==> config.mk <==
export PLATFORM = sky130hd
export DESIGN_NAME = vga_timing_gen_flat
export DESIGN_NICKNAME = d
export VERILOG_FILES = /design/src/rtl/vga_timing_pkg.sv /design/src/rtl/vga_timing_gen_if.sv /design/src/rtl/pix_ce_gen.sv /design/src/rtl/vga_timing_gen.sv /design/src/flat_wrapper.sv
export SDC_FILE = /design/constraint.sdc
export NUM_CORES = 1
export LEC_CHECK = 0
export ABC_AREA = 1
export CAP_MARGIN = 25
export CORE_MARGIN = 4
export CORE_UTILIZATION = 49
export DETAILED_ROUTE_END_ITERATION = 8
export HOLD_SLACK_MARGIN = 0.1
export PLACE_DENSITY = 0.85
export SLEW_MARGIN = 30
export SYNTH_ARGS = -nofsm -noshare
export SYNTH_HDL_FRONTEND = slang
export SYNTH_SLANG_ARGS = --single-unit
export TNS_END_PERCENT = 1
==> constraint.sdc <==
create_clock -name clk -period 1.54 [get_ports clk]
set_clock_uncertainty 0.05 [all_clocks]
set_input_delay 0.154 -clock clk [delete_from_list [all_inputs] [get_ports clk]]
set_output_delay 0.154 -clock clk [all_outputs]
set_load 0.02 [all_outputs]
==> src/rtl/vga_timing_pkg.sv <==
// Shared raster timing constants and helpers for the VGA timing generator.
package vga_timing_pkg;

    // 640x480@60 (25.175 MHz nominal pixel clock), negative sync polarities
    localparam int DEF_H_ACTIVE = 640;
    localparam int DEF_H_FP     = 16;
    localparam int DEF_H_SYNC   = 96;
    localparam int DEF_H_BP     = 48;
    localparam int DEF_V_ACTIVE = 480;
    localparam int DEF_V_FP     = 10;
    localparam int DEF_V_SYNC   = 2;
    localparam int DEF_V_BP     = 33;
    localparam bit DEF_H_POL    = 1'b0;
    localparam bit DEF_V_POL    = 1'b0;

    // 800x600@60 (40 MHz pixel clock), positive sync polarities
    localparam int SVGA_H_ACTIVE = 800;
    localparam int SVGA_H_FP     = 40;
    localparam int SVGA_H_SYNC   = 128;
    localparam int SVGA_H_BP     = 88;
    localparam int SVGA_V_ACTIVE = 600;
    localparam int SVGA_V_FP     = 1;
    localparam int SVGA_V_SYNC   = 4;
    localparam int SVGA_V_BP     = 23;
    localparam bit SVGA_H_POL    = 1'b1;
    localparam bit SVGA_V_POL    = 1'b1;

    function automatic int seg_total(input int active, input int fp, input int sync, input int bp);
        return active + fp + sync + bp;
    endfunction

endpackage

==> src/rtl/vga_timing_gen_if.sv <==
// Raster timing bundle: generator drives it, pixel/framebuffer readers consume it.
interface vga_timing_gen_if #(
    parameter int X_W = 11,
    parameter int Y_W = 10
);
    logic           pix_stb;
    logic           hsync;
    logic           vsync;
    logic           de;
    logic [X_W-1:0] x;
    logic [Y_W-1:0] y;
    logic           line_start;
    logic           frame_start;

    modport master (output pix_stb, hsync, vsync, de, x, y, line_start, frame_start);
    modport slave  (input  pix_stb, hsync, vsync, de, x, y, line_start, frame_start);
endinterface

==> src/rtl/pix_ce_gen.sv <==
// Pixel clock-enable: one ce every CLK_DIV system clocks while en is high.
module pix_ce_gen #(
    parameter int CLK_DIV = 2
) (
    input  logic clk,
    input  logic Reset,
    input  logic en,
    output logic ce
);
    localparam int DW = (CLK_DIV > 1) ? $clog2(CLK_DIV) : 1;

    logic [DW-1:0] div;

    assign ce = en && (int'(div) == CLK_DIV - 1);

    // With CLK_DIV=1 ce is high whenever en is, so div never leaves 0.
    always_ff @(posedge clk) begin
        if (Reset)
            div <= '0;
        else if (en)
            div <= ce ? '0 : div + DW'(1);
    end
endmodule

==> src/rtl/vga_timing_gen.sv <==
// Parametrised raster timing generator: h/v counters, sync/de decode, line/frame strobes.
module vga_timing_gen
    import vga_timing_pkg::*;
#(
    parameter int CLK_DIV  = 2,
    parameter int H_ACTIVE = DEF_H_ACTIVE,
    parameter int H_FP     = DEF_H_FP,
    parameter int H_SYNC   = DEF_H_SYNC,
    parameter int H_BP     = DEF_H_BP,
    parameter int V_ACTIVE = DEF_V_ACTIVE,
    parameter int V_FP     = DEF_V_FP,
    parameter int V_SYNC   = DEF_V_SYNC,
    parameter int V_BP     = DEF_V_BP,
    parameter bit H_POL    = DEF_H_POL,
    parameter bit V_POL    = DEF_V_POL,
    parameter int X_W      = 11,
    parameter int Y_W      = 10
) (
    input  logic              clk,
    input  logic              Reset,
    input  logic              en,
    vga_timing_gen_if.master  vid
);
    localparam int H_TOTAL = seg_total(H_ACTIVE, H_FP, H_SYNC, H_BP);
    localparam int V_TOTAL = seg_total(V_ACTIVE, V_FP, V_SYNC, V_BP);
    localparam int HS_BEG  = H_ACTIVE + H_FP;
    localparam int HS_END  = HS_BEG + H_SYNC;
    localparam int VS_BEG  = V_ACTIVE + V_FP;
    localparam int VS_END  = VS_BEG + V_SYNC;

    if (H_TOTAL > 2**X_W || V_TOTAL > 2**Y_W || CLK_DIV < 1) begin : g_bad_params
        $error("vga_timing_gen: totals exceed counter widths or CLK_DIV < 1");
    end

    logic           ce;
    logic [X_W-1:0] h, h_nxt;
    logic [Y_W-1:0] v, v_nxt;
    int             hn, vn;

    pix_ce_gen #(.CLK_DIV(CLK_DIV)) u_ce (
        .clk   (clk),
        .Reset (Reset),
        .en    (en),
        .ce    (ce)
    );

    always_comb begin
        h_nxt = (int'(h) == H_TOTAL - 1) ? '0 : h + X_W'(1);
        v_nxt = v;
        if (int'(h) == H_TOTAL - 1)
            v_nxt = (int'(v) == V_TOTAL - 1) ? '0 : v + Y_W'(1);
        hn = int'(h_nxt);
        vn = int'(v_nxt);
    end

    // Counters start on the last pixel so the first ce lands on (0,0) with frame_start.
    always_ff @(posedge clk) begin
        if (Reset) begin
            h               <= X_W'(H_TOTAL - 1);
            v               <= Y_W'(V_TOTAL - 1);
            vid.x           <= '0;
            vid.y           <= '0;
            vid.de          <= 1'b0;
            vid.hsync       <= ~H_POL;
            vid.vsync       <= ~V_POL;
            vid.pix_stb     <= 1'b0;
            vid.line_start  <= 1'b0;
            vid.frame_start <= 1'b0;
        end else begin
            vid.pix_stb     <= ce;
            vid.line_start  <= ce && (hn == 0);
            vid.frame_start <= ce && (hn == 0) && (vn == 0);
            if (ce) begin
                h         <= h_nxt;
                v         <= v_nxt;
                vid.x     <= h_nxt;
                vid.y     <= v_nxt;
                vid.de    <= (hn < H_ACTIVE) && (vn < V_ACTIVE);
                vid.hsync <= (hn >= HS_BEG && hn < HS_END) ? H_POL : ~H_POL;
                vid.vsync <= (vn >= VS_BEG && vn < VS_END) ? V_POL : ~V_POL;
            end
        end
    end
endmodule

==> src/flat_wrapper.sv <==
// flat-port wrapper written by rule: the top's interface ports become plain ports
module vga_timing_gen_flat import vga_timing_pkg::*;
#(
    parameter int CLK_DIV  = 2,
    parameter int H_ACTIVE = DEF_H_ACTIVE,
    parameter int H_FP     = DEF_H_FP,
    parameter int H_SYNC   = DEF_H_SYNC,
    parameter int H_BP     = DEF_H_BP,
    parameter int V_ACTIVE = DEF_V_ACTIVE,
    parameter int V_FP     = DEF_V_FP,
    parameter int V_SYNC   = DEF_V_SYNC,
    parameter int V_BP     = DEF_V_BP,
    parameter bit H_POL    = DEF_H_POL,
    parameter bit V_POL    = DEF_V_POL,
    parameter int X_W      = 11,
    parameter int Y_W      = 10
)
  (clk, Reset, en, vid_pix_stb, vid_hsync, vid_vsync, vid_de, vid_x, vid_y, vid_line_start, vid_frame_start);
  vga_timing_gen_if #(.X_W(X_W), .Y_W(Y_W)) vid_i ();
  input  logic clk;
  input  logic Reset;
  input  logic en;
  output wire logic [$bits(vid_i.pix_stb)-1:0] vid_pix_stb;
  output wire logic [$bits(vid_i.hsync)-1:0] vid_hsync;
  output wire logic [$bits(vid_i.vsync)-1:0] vid_vsync;
  output wire logic [$bits(vid_i.de)-1:0] vid_de;
  output wire logic [$bits(vid_i.x)-1:0] vid_x;
  output wire logic [$bits(vid_i.y)-1:0] vid_y;
  output wire logic [$bits(vid_i.line_start)-1:0] vid_line_start;
  output wire logic [$bits(vid_i.frame_start)-1:0] vid_frame_start;
  assign vid_pix_stb = vid_i.pix_stb;
  assign vid_hsync = vid_i.hsync;
  assign vid_vsync = vid_i.vsync;
  assign vid_de = vid_i.de;
  assign vid_x = vid_i.x;
  assign vid_y = vid_i.y;
  assign vid_line_start = vid_i.line_start;
  assign vid_frame_start = vid_i.frame_start;
  vga_timing_gen #(.CLK_DIV(CLK_DIV), .H_ACTIVE(H_ACTIVE), .H_FP(H_FP), .H_SYNC(H_SYNC), .H_BP(H_BP), .V_ACTIVE(V_ACTIVE), .V_FP(V_FP), .V_SYNC(V_SYNC), .V_BP(V_BP), .H_POL(H_POL), .V_POL(V_POL), .X_W(X_W), .Y_W(Y_W)) u_core (.clk(clk), .Reset(Reset), .en(en), .vid(vid_i));
endmodule
==> reports/results.md, run 1 <==
| Parameter | Reported |
|---|---|
| Startpoint types | flip-flop |
| Post-synthesis mux area share | 0% |
| Leak pwr | 1.58 nW |
| Vias in the first global route | 2317 |
| Worst supply voltage drop on vdd | 0.537 mV |
| Final Hold Vio Count | 0 |
| Post-synthesis cell count | 310 |
| Max-slew headroom at the worst pin | 60.0% |
| Share of the yosys chip area belonging to registers | 35.7% |
| Worst-case setup margin in the final layout | -0.113 ns |
| Maximum number of pins on one net before global-route repair | 21 |
| Clock-pin slew on the worst setup and hold paths | 0.08 ns |
| Fraction of layout cells with a size suffix above 1 | 37.1% |
| Average instance area after synthesis | 6.88 µm² |
| Worst path most repeated cell | nand2_2 |
| Worst min-delay path endpoint | u_core.vid.x[9] |
| Fraction of synthesis flops using an asynchronous set or reset pin | 0% |
| Number of placement rows | 23 |
| RR Startpoint | u_core.vid.y[1] |
| Post-Syn Nets | 316 |
| Slowest-stage cell, CP | dfxtp_4 |
| Number of synthesized flops with an enable pin | 0 |
| Post-detailed-route count of antenna-violating nets | 0 |
| DRT Wirelength | 6350 µm |
| Data required time at the worst endpoint | 1.74 ns |
| Hold Path Class | reg2reg |
| Worst hold slack | 0.404 ns |
| CTS H-tree lvls | 2 |
| Worst-path cell chain | inv_4 > ha_4 > inv_2 > nor3_2 > nand3_2 > buf_6 > nand2_2 > nand2_2 > o21ai_2 > nand2_1 > nor2_2 > nand3_1 > nor2_1 |
| Simple-Gate Fraction of Synth Area | 37.7% |
| Category of the worst setup path capture point | flip-flop |
| First-pass iteration count of the detailed router | 4 |
| Cell Pwr Density | 909 nW/µm² |
| CP peak stage delay | 0.37 ns |
| Layout Nets | 396 |
| R2R cell count | 13 |
| Placeable core region | 4120 µm² |
| CTS tree | yes |
| Endpoints failing setup | 8 |
| Share of the synthesized area in the top cell type | 35.7% |
| Maxcap violations | 0 |
| Maximum buffer depth of the clock tree | 2 |
| Result of the run | finished with violations |
| Number of DRC violations after detailed-routing iteration 0 | 156 |
| Hold path start | u_core.vid.x[9] |
| Number of instances on the worst hold path | 2 |
| Number of clock sinks | 38 |
| Placement-stage cell area | 2870 µm² |
| Xor-xnor portion of the synthesized cell area | 0.411% |
| Diode insertion count for antenna repair | 0 |
| # port buffers | 29 |
| First-pass GRT wire length | 10000 µm |
| Overall track demand over capacity in global routing | 23.6% |
| Peak Freq | 605 MHz |
| Number of primary I/O pins | 30 |
| Most common library cells after synthesis | nand2_1 (81), inv_1 (42), dfxtp_1 (38) |
| Die Ht | 74.0 µm |
| Area Overhead vs Synth | 47.4% |
| Number of synthesized register bits | 38 |
| Post-synth top area cell | dfxtp_1 |
| Ratio of final minimum period to clock period | 107% |
| Synth Area in Adders | 1.76% |
| Worst-case register-to-register setup slack | -0.11 ns |
| Root Buffer | clkbuf_8 |
| Cell types occupying the most area after synthesis | dfxtp_1 (36%), nand2_1 (14%), inv_1 (7.4%), nor2_1 (5.5%), nand3_1 (5.2%) |
| Leading register cell type out of synthesis | dfxtp_1 |
| Post-placement worst setup slack | -0.198 ns |
| Total DRC errors in the routed layout | 0 |
| Global-route congestion overflow total | 0 |
| Initial cell density of the core | 51.8% |
| Buf/Inv on CP | 3 |
| R2R Path End | u_core.vid.frame_start |
| Via count of the routed design | 2353 |
| Time the worst path needs with I/O delays and setup | 1.65 ns |
| Yosys warning total | 0 |
| Max Transition Viols Final | 0 |
| Setup CP Type | reg2reg |
| Setup repair after global routing missed its margin | yes |
| Cell area after synthesis | 2130 µm² |
| Detailed-placement wirelength estimate | 4350 µm |
| Num CTS Buffers | 5 |
| Routability congestion estimate | 0.894 |
| Largest delay share family, worst path | simple AND/OR/NAND/NOR gates |
| Antenna violations before repair | 0 |
| Width of the chip | 74.0 µm |
| Least-Margin Pin Slew | 0.599 ns |
| Total die area | 5470 µm² |
| Average wire per cell in the routed design | 14.4 µm |
| Skew-Pair Late Insertion Delay | 0.30 ns |
| Top-count cell post-synth | nand2_1 |
| Post-route cell area | 3140 µm² |
| Failing checks | negative setup slack |
| Arrival time reported for the critical path endpoint | 1.85 ns |
| Post-CTS Hold Buffers | 0 |
| Number of distinct library cells after synthesis | 30 |
| Complex-gate fraction of the synthesized area | 10.4% |
| Largest family of logic cells by synthesized area | simple AND/OR/NAND/NOR gates |
| Routed via count divided by cell count | 5.34 |
| Maximum fanout count along the critical path | 6 |
[layout by cell type (no fill, tap or decap), types with 9 or more instances in the layout]
cell and count:
buf_4 57, nand2_2 21, dfxtp_2 9, dfxtp_1 28, clkdlybuf4s50_1 18, inv_1 37, nand3_1 20, nand2_1 67
nor2_1 22
[where the power goes]
| part | switching (mW) | total, mW | internal [mW] |
|---|---|---|---|
| combinational | 0.571 | 1.06 | 0.485 |
| sequential | 0.0440 | 1.07 | 1.03 |
| clock | 0.370 | 0.730 | 0.360 |
[registers in the layout, summed over array words and instances, names as in the netlist]
name	cells
u_core.vid.vsync	1
u_core.vid.pix_stb	1
u_core.u_ce.div	1
u_core.vid.y	10
u_core.vid.line_start	1
u_core.vid.de	1
u_core.v	3
u_core.vid.frame_start	1
u_core.vid.hsync	1
u_core.h	7
u_core.vid.x	11
[layout make-up]
class,instances,area (µm²)
clock buffer,6,82.6
clock inverter,2,12.5
fill,296,972
inverter,45,174
multi-input combinational,208,1240
sequential,38,776
tap,50,62.6
timing repair buffer,92,800
[worst min-delay path, stage by stage (launching register included)]
cell and delay, ns:
dfxtp_1 0.31, nand2_1 0.06, nand2_1 0.04
[worst max path at each step]
stage / cells after the start / endpoint / startpoint / slack, ns
floorplan: 11 / u_core.vid.vsync / u_core.h[1] / 0.00004
global placement: 8 / u_core.vid.de / u_core.vid.x[6] / -0.11
detailed placement: 8 / u_core.vid.vsync / u_core.h[1] / -0.20
CTS: 11 / u_core.vid.frame_start / u_core.vid.y[1] / -0.1
global route: 13 / u_core.vid.frame_start / u_core.vid.y[1] / -0.21
finish: 13 / u_core.vid.frame_start / u_core.vid.y[1] / -0.11
[repair_timing]
item                                    in CTS  in global routing
pin swaps                                    9                  9
setup buffers                                5                  0
endpoints found under the setup margin      31                 27
gates resized for setup                     24                 39
[logic make-up (layout without fill, tap and decap cells)]
group,Yosys count,count (layout)
buffers and inverters,64,145
adder cells (fa/ha/maj),3,3
AND/OR/NAND/NOR,168,168
flip-flops,38,38
XOR/XNOR,1,1
AO/OA/AOI/OAI,36,36
[metrics by stage]
| step | cells | power [mW] | util, % | TNS [ns] |
|---|---|---|---|---|
| 6_report | 441 | 2.86 | 76.4 | -0.471 |
| 5_1_grt | 441 | 2.98 | 76.4 | -1.81 |
| 4_1_cts | 441 | 2.77 | 73.7 | -0.402 |
| 3_5_place_dp | 428 | 1.96 | 69.7 | -1.41 |
| 3_3_place_gp | 428 | 1.93 | 69.7 | -0.572 |
| 2_1_floorplan | 310 | 1.62 | - | 0 |
[metal layers]
layer | up-vias | global-route usage (%) | routed length [µm]
met5 | - | 0 | 0
met4 | 0 | 10.5 | 256
met3 | 29 | 5.14 | 319
met2 | 76 | 42.6 | 3340
met1 | 1094 | 26.4 | 2440
li1 | 1154 | - | -
Note: power is estimated with default switching activity, not from simulation.
==> run 2: changes to the inputs <==
clock period = 1.4 ns   (was 1.54 ns; I/O delays follow)
==> reports/results.md, run 2 (synthesis results as in run 1) <==
| Parameter | Reported | Change |
|---|---|---|
| Clock Power Share | 24.8% | -0.8 points |
| Arrival time reported for the critical path endpoint | 1.83 ns | -0.02 ns |
| Worst supply voltage drop on vdd | 0.749 mV | +40% |
| Placeable core region | 4120 µm² | unchanged |
| Die Ht | 74.0 µm | unchanged |
| Filler Cell Count | 257 | -13% |
| DRT Wirelength | 6900 µm | +8.7% |
| Initial cell density of the core | 51.8% | unchanged |
| Least-Margin Pin Slew | 0.371 ns | -0.228 ns |
| Most used cells in the layout excluding fill and tap cells | nand2_1 (70), buf_4 (68), inv_1 (36) |  |
| Most common library cell in the layout ignoring fill and taps | nand2_1 |  |
| Worst-case setup margin in the final layout | -0.281 ns | -0.168 ns |
| Number of primary I/O pins | 30 | unchanged |
| Width of the chip | 74.0 µm | unchanged |
| Combinational fraction of design power | 38.5% | +1.6 points |
| R2R cell count | 11 | -2 |
| Start point of the critical path | u_core.h[1] |  |
| Layout Nets | 406 | +2.5% |
| Diode insertion count for antenna repair | 0 | unchanged |
| Maximum buffer depth of the clock tree | 2 | unchanged |
| Overall Power | 3.20 mW | +12% |
| Summed negative setup slack over all endpoints | -3.60 ns | -3.13 ns |
| Largest registers | u_core.vid.x x11, u_core.vid.y x10, u_core.h x7 |  |
| Routability congestion estimate | 0.948 | +6.0% |
| Vias in the first global route | 2405 | +3.8% |
| Leak pwr | 1.65 nW | +4.6% |
| Total die area | 5470 µm² | unchanged |
| Startpoint types | flip-flop |  |
| Data required time at the worst endpoint | 1.55 ns | -0.19 ns |
| Flip-flop count of the largest register after layout | 11 | unchanged |
| Max Transition Viols Final | 0 | unchanged |
| Hold Path Class | reg2reg |  |
| P_int | 2.11 mW | +13% |
| Antenna violations before repair | 0 | unchanged |
| CTS H-tree lvls | 2 | unchanged |
| Switching share of power | 34.2% | -0.28 points |
| Worst-case register-to-register setup slack | -0.28 ns | -0.17 ns |
| Result of the run | finished with violations |  |
| Failing checks | negative setup slack |  |
| Num CTS Buffers | 5 | unchanged |
| Peak Freq | 595 MHz | -1.7% |
| Post-placement worst setup slack | -0.371 ns | -0.173 ns |
| CTS tree | yes |  |
| Overall track demand over capacity in global routing | 25.9% | +2.4 points |
| Biggest register | u_core.vid.x |  |
| Global-route congestion overflow total | 0 | unchanged |
| Switching pwr | 1.10 mW | +11% |
| Time the worst path needs with I/O delays and setup | 1.68 ns | +0.0282 ns |
| Final Hold Vio Count | 0 | unchanged |
| Maxcap violations | 0 | unchanged |
| Skew-Pair Late Insertion Delay | 0.30 ns | about the same |
| Number of DRC violations after detailed-routing iteration 0 | 158 | +1.3% |
| Setup repair after global routing missed its margin | yes |  |
| Final core utilization | 78.4% | +2.0 points |
| Area Overhead vs Synth | 51.3% |  |
| RR Startpoint | u_core.h[1] |  |
| Number of placement rows | 23 | unchanged |
| Endpoints failing setup | 27 | +19 |
| Clock-pin slew on the worst setup and hold paths | 0.08 ns | about the same |
| First-pass iteration count of the detailed router | 4 | unchanged |
| Placement-stage cell area | 2950 µm² | +2.9% |
| Ratio of final minimum period to clock period | 120% | +13 points |
| Routed via count divided by cell count | 5.39 | +1.1% |
| Number of clock sinks | 38 | unchanged |
| Via count of the routed design | 2433 | +3.4% |
| Total DRC errors in the routed layout | 0 | unchanged |
| End point of the critical path | u_core.vid.frame_start |  |
| R2R Path End | u_core.vid.frame_start |  |
| Maximum number of pins on one net before global-route repair | 21 | unchanged |
| Cell Pwr Density | 994 nW/µm² | +9.3% |
| Average wire per cell in the routed design | 15.3 µm | +6.3% |
| Post-route cell area | 3230 µm² | +2.6% |
| Maximum fanout count along the critical path | 4 | -2 |
| Fraction of layout cells with a size suffix above 1 | 38.9% | +1.8 points |
| Max-slew headroom at the worst pin | 75.1% | +15 points |
| Fraction of power consumed by sequential logic | 36.7% | -0.8 points |
| Detailed-placement wirelength estimate | 4780 µm | +9.8% |
| # port buffers | 29 | unchanged |
| First-pass GRT wire length | 10900 µm | +8.6% |
| Root Buffer | clkbuf_8 |  |
| Setup CP Type | reg2reg |  |
| Post-detailed-route count of antenna-violating nets | 0 | unchanged |
| Category of the worst setup path capture point | flip-flop |  |
-- run 2: timing repair --
item / 4_1_cts / 5_1_grt
pin swaps: 10 / 16
hold buffers: 0 / 0
setup buffers: 2 / 2
endpoints found under the setup margin: 57 / 35
resized for setup: 50 / 37
-- run 2: how the worst min path moves through the flow --
stage / startpoint / end / slack (ns) / cells past startpoint
after global routing: u_core.vid.de / u_core.vid.de / 0.43 / 2
after CTS: u_core.vid.y[2] / u_core.vid.y[2] / 0.41 / 2
after floorplan: en / u_core.u_ce.div / 0.22 / 2
after detailed placement: u_core.vid.x[9] / u_core.vid.x[9] / 0.39 / 2
final: u_core.vid.y[2] / u_core.vid.y[2] / 0.41 / 2
after global placement: u_core.vid.x[8] / u_core.vid.x[8] / 0.39 / 2
-- run 2: per-stage QoR --
stage,hold slack [ns],cells
CTS,0.412,449
global placement,0.393,439
finish,0.407,451
floorplan,0.219,310
detailed placement,0.393,439
global route,0.431,451
-- run 2: layout make-up --
type | instances | area [µm²] | area share (%)
clock inverters | 2 | 12.5 | 0.388
flip-flops and latches | 38 | 781 | 24.2
multi-input cells | 208 | 1270 | 39.4
repair buffers | 102 | 841 | 26.1
well taps | 50 | 62.6 | 1.94
clock buffers | 6 | 82.6 | 2.56
inverters | 45 | 174 | 5.39
-- run 2: power by group through the flow --
stage	registers, mW	logic [mW]	clock network, mW
2_1_floorplan	1.22	0.569	0
4_1_cts	1.17	1.13	0.805
3_3_place_gp	1.19	1.01	0
5_1_grt	1.18	1.32	0.852
6_report	1.18	1.23	0.795
3_5_place_dp	1.19	1.05	0
-- run 2: per-layer routing --
layer / vias to the layer above / part of all wire, % / global-route usage, %
met3: 22 / 4.0 / 4.86
met4: 0 / 3.2 / 10.5
met2: 86 / 54 / 47.4
li1: 1167 / - / -
met1: 1158 / 38 / 29.4
met5: - / 0 / 0
-- run 2: critical path: stages, from the launching register on --
cell and delay (ns):
dfxtp_2 0.36, ha_4 0.18, nand3_4 0.09, buf_4 0.15, inv_1 0.09, nand2_1 0.10
o21ai_2 0.15, nand2_2 0.10, inv_1 0.06, nor2_1 0.03, nand4_1 0.13, nor2_1 0.07
==> run 3: changes to the inputs <==
CORE_UTILIZATION = 45   (was 49)
PLACE_DENSITY = 0.79   (was 0.85)
==> reports/results.md, run 3 (synthesis results as in run 1) <==
| Parameter | Reported | Change |
|---|---|---|
| Time the worst path needs with I/O delays and setup | 1.62 ns | -0.0627 ns |
| Detailed-placement wirelength estimate | 4530 µm | -5.1% |
| Slowest-stage cell, CP | dfxtp_4 |  |
| Initial cell density of the core | 47.7% | -4.2 points |
| Max-slew headroom at the worst pin | 83.2% | +8.2 points |
| Worst-case register-to-register setup slack | -0.22 ns | +0.06 ns |
| Maxcap violations | 0 | unchanged |
| Clock-pin slew on the worst setup and hold paths | 0.08 ns | about the same |
| Setup CP Type | reg2reg |  |
| R2R Path End | u_core.vid.frame_start |  |
| Fraction of layout cells with a size suffix above 1 | 40.8% | +1.9 points |
| Maximum buffer depth of the clock tree | 2 | unchanged |
| Startpoint types | flip-flop |  |
| Maximum number of pins on one net before global-route repair | 21 | unchanged |
| Number of clock sinks | 38 | unchanged |
| First-pass iteration count of the detailed router | 4 | unchanged |
| Ratio of final minimum period to clock period | 116% | -4.5 points |
| Final Hold Vio Count | 0 | unchanged |
| Vias in the first global route | 2361 | -1.8% |
| Most common library cell in the layout ignoring fill and taps | nand2_1 |  |
| Least-Margin Pin Slew | 0.250 ns | -0.121 ns |
| Area Overhead vs Synth | 50.5% |  |
| Cell Pwr Density | 966 nW/µm² | -2.8% |
| Max Transition Viols Final | 0 | unchanged |
| Arrival time reported for the critical path endpoint | 1.81 ns | -0.02 ns |
| Largest delay share family, worst path | simple AND/OR/NAND/NOR gates |  |
| Number of DRC violations after detailed-routing iteration 0 | 120 | -24% |
| Diode insertion count for antenna repair | 0 | unchanged |
| Final core utilization | 71.7% | -6.7 points |
| CTS tree | yes |  |
| Data required time at the worst endpoint | 1.59 ns | +0.04 ns |
| Hold path start | en |  |
| Result of the run | finished with violations |  |
| DRT Wirelength | 6210 µm | -10% |
| Root Buffer | clkbuf_8 |  |
| Number of primary I/O pins | 30 | unchanged |
| Width of the chip | 76.8 µm | +3.9% |
| Worst supply voltage drop on vdd | 0.570 mV | -24% |
| Post-route non-filler standard cell count | 449 | -0.44% |
| Routability congestion estimate | 0.868 | -8.5% |
| Worst-path cell chain | inv_4 > ha_4 > inv_2 > nor3_2 > nand3_2 > or2_1 > nand3_2 > inv_1 > nor2_1 > nand3_1 > nor2_1 |  |
| Leak pwr | 1.64 nW | -0.56% |
| Global-route congestion overflow total | 0 | unchanged |
| Die Ht | 76.8 µm | +3.9% |
| Routed via count divided by cell count | 5.14 | -4.7% |
| RR Startpoint | u_core.vid.y[1] |  |
| Cell Count Post-Placement | 439 | unchanged |
| # port buffers | 29 | unchanged |
| Category of the worst setup path capture point | flip-flop |  |
| Worst-case setup margin in the final layout | -0.218 ns | +0.0627 ns |
| R2R cell count | 11 | unchanged |
| Maximum fanout count along the critical path | 6 | +2 |
| Failing checks | negative setup slack |  |
| Flip-flop count of the largest register after layout | 11 | unchanged |
| Placeable core region | 4470 µm² | +8.7% |
| Post-detailed-route count of antenna-violating nets | 0 | unchanged |
| Most used cells in the layout excluding fill and tap cells | nand2_1 (69), buf_4 (64), inv_1 (36) |  |
| Total die area | 5900 µm² | +7.9% |
| Setup repair after global routing missed its margin | yes |  |
| Worst min-delay path endpoint | u_core.u_ce.div |  |
| Total DRC errors in the routed layout | 0 | unchanged |
| Hold Path Class | in2reg |  |
| Layout Nets | 402 | -0.99% |
| Number of instances on the worst hold path | 3 | +1 |
| Num CTS Buffers | 5 | unchanged |
| Overall track demand over capacity in global routing | 21.6% | -4.3 points |
| Endpoints failing setup | 24 | -11% |
| Antenna violations before repair | 0 | unchanged |
| Buf/Inv on CP | 3 | unchanged |
| Biggest register | u_core.vid.x |  |
| CP peak stage delay | 0.37 ns | about the same |
| Peak Freq | 618 MHz | +3.9% |
| Post-CTS Hold Buffers | 0 | unchanged |
| Number of placement rows | 24 | +4.3% |
| Skew-Pair Late Insertion Delay | 0.29 ns | about the same |
| First-pass GRT wire length | 10400 µm | -4.8% |
| Largest registers | u_core.vid.x x11, u_core.vid.y x10, u_core.h x7 |  |
| CTS H-tree lvls | 2 | unchanged |
| Via count of the routed design | 2309 | -5.1% |
| Average wire per cell in the routed design | 13.8 µm | -9.6% |
-- run 3: timing repair --
| item | CTS | global route |
|---|---|---|
| pin swaps | 6 | 7 |
| hold endpoints to repair | 0 | 0 |
| buffers inserted | 2 | 0 |
| gates resized for setup | 53 | 44 |
| endpoints found under the setup margin | 58 | 38 |
-- run 3: power by group --
part           total [mW]  internal [mW]  switching (mW)
sequential           1.17           1.13          0.0443
clock               0.784          0.397           0.386
combinational        1.14          0.525           0.616
-- run 3: area by class of cell --
| class | instances | area [µm²] |
|---|---|---|
| clock inverters | 1 | 5.00 |
| fillers | 345 | 1260 |
| inverters | 45 | 174 |
| well taps | 52 | 65.1 |
| repair buffers | 98 | 811 |
| flip-flops and latches | 38 | 779 |
| clock buffers | 7 | 86.3 |
| multi-input cells | 208 | 1290 |
-- run 3: per-stage QoR --
| step | area, µm² | hold WS, ns | total power [mW] | setup WS, ns | TNS, ns |
|---|---|---|---|---|---|
| 4_1_cts | 3080 | 0.382 | 3.03 | -0.201 | -2.09 |
| 6_report | 3210 | 0.385 | 3.10 | -0.218 | -2.03 |
| 3_3_place_gp | 2930 | 0.392 | 2.18 | -0.274 | -2.72 |
| 2_1_floorplan | 2190 | 0.219 | 1.78 | -0.134 | -0.482 |
| 5_1_grt | 3210 | 0.389 | 3.27 | -0.349 | -4.31 |
| 3_5_place_dp | 2930 | 0.399 | 2.20 | -0.304 | -4.04 |
-- run 3: worst max path at each step --
stage / slack, ns / depth (start not counted) / to / start
floorplan: -0.13 / 11 / u_core.vid.vsync / u_core.h[1]
global placement: -0.27 / 9 / u_core.vid.de / u_core.h[1]
detailed placement: -0.30 / 9 / u_core.vid.de / u_core.h[1]
CTS: -0.20 / 11 / u_core.vid.hsync / u_core.h[0]
global route: -0.35 / 10 / u_core.vid.frame_start / u_core.vid.x[5]
finish: -0.22 / 11 / u_core.vid.frame_start / u_core.vid.y[1]
-- run 3: layer usage --
layer,global-route usage [%],vias to the layer above,wire [µm]
li1,-,1157,-
met1,23.9,1085,2580
met2,39.7,53,3310
met3,4.45,14,181
met4,9.06,0,136
met5,0,-,0
-- run 3: tightest hold or removal path: cells and delay by family --
family                 cells  cell delay, ns
AND/OR/NAND/NOR            2            0.14
buffers and inverters      1            0.41
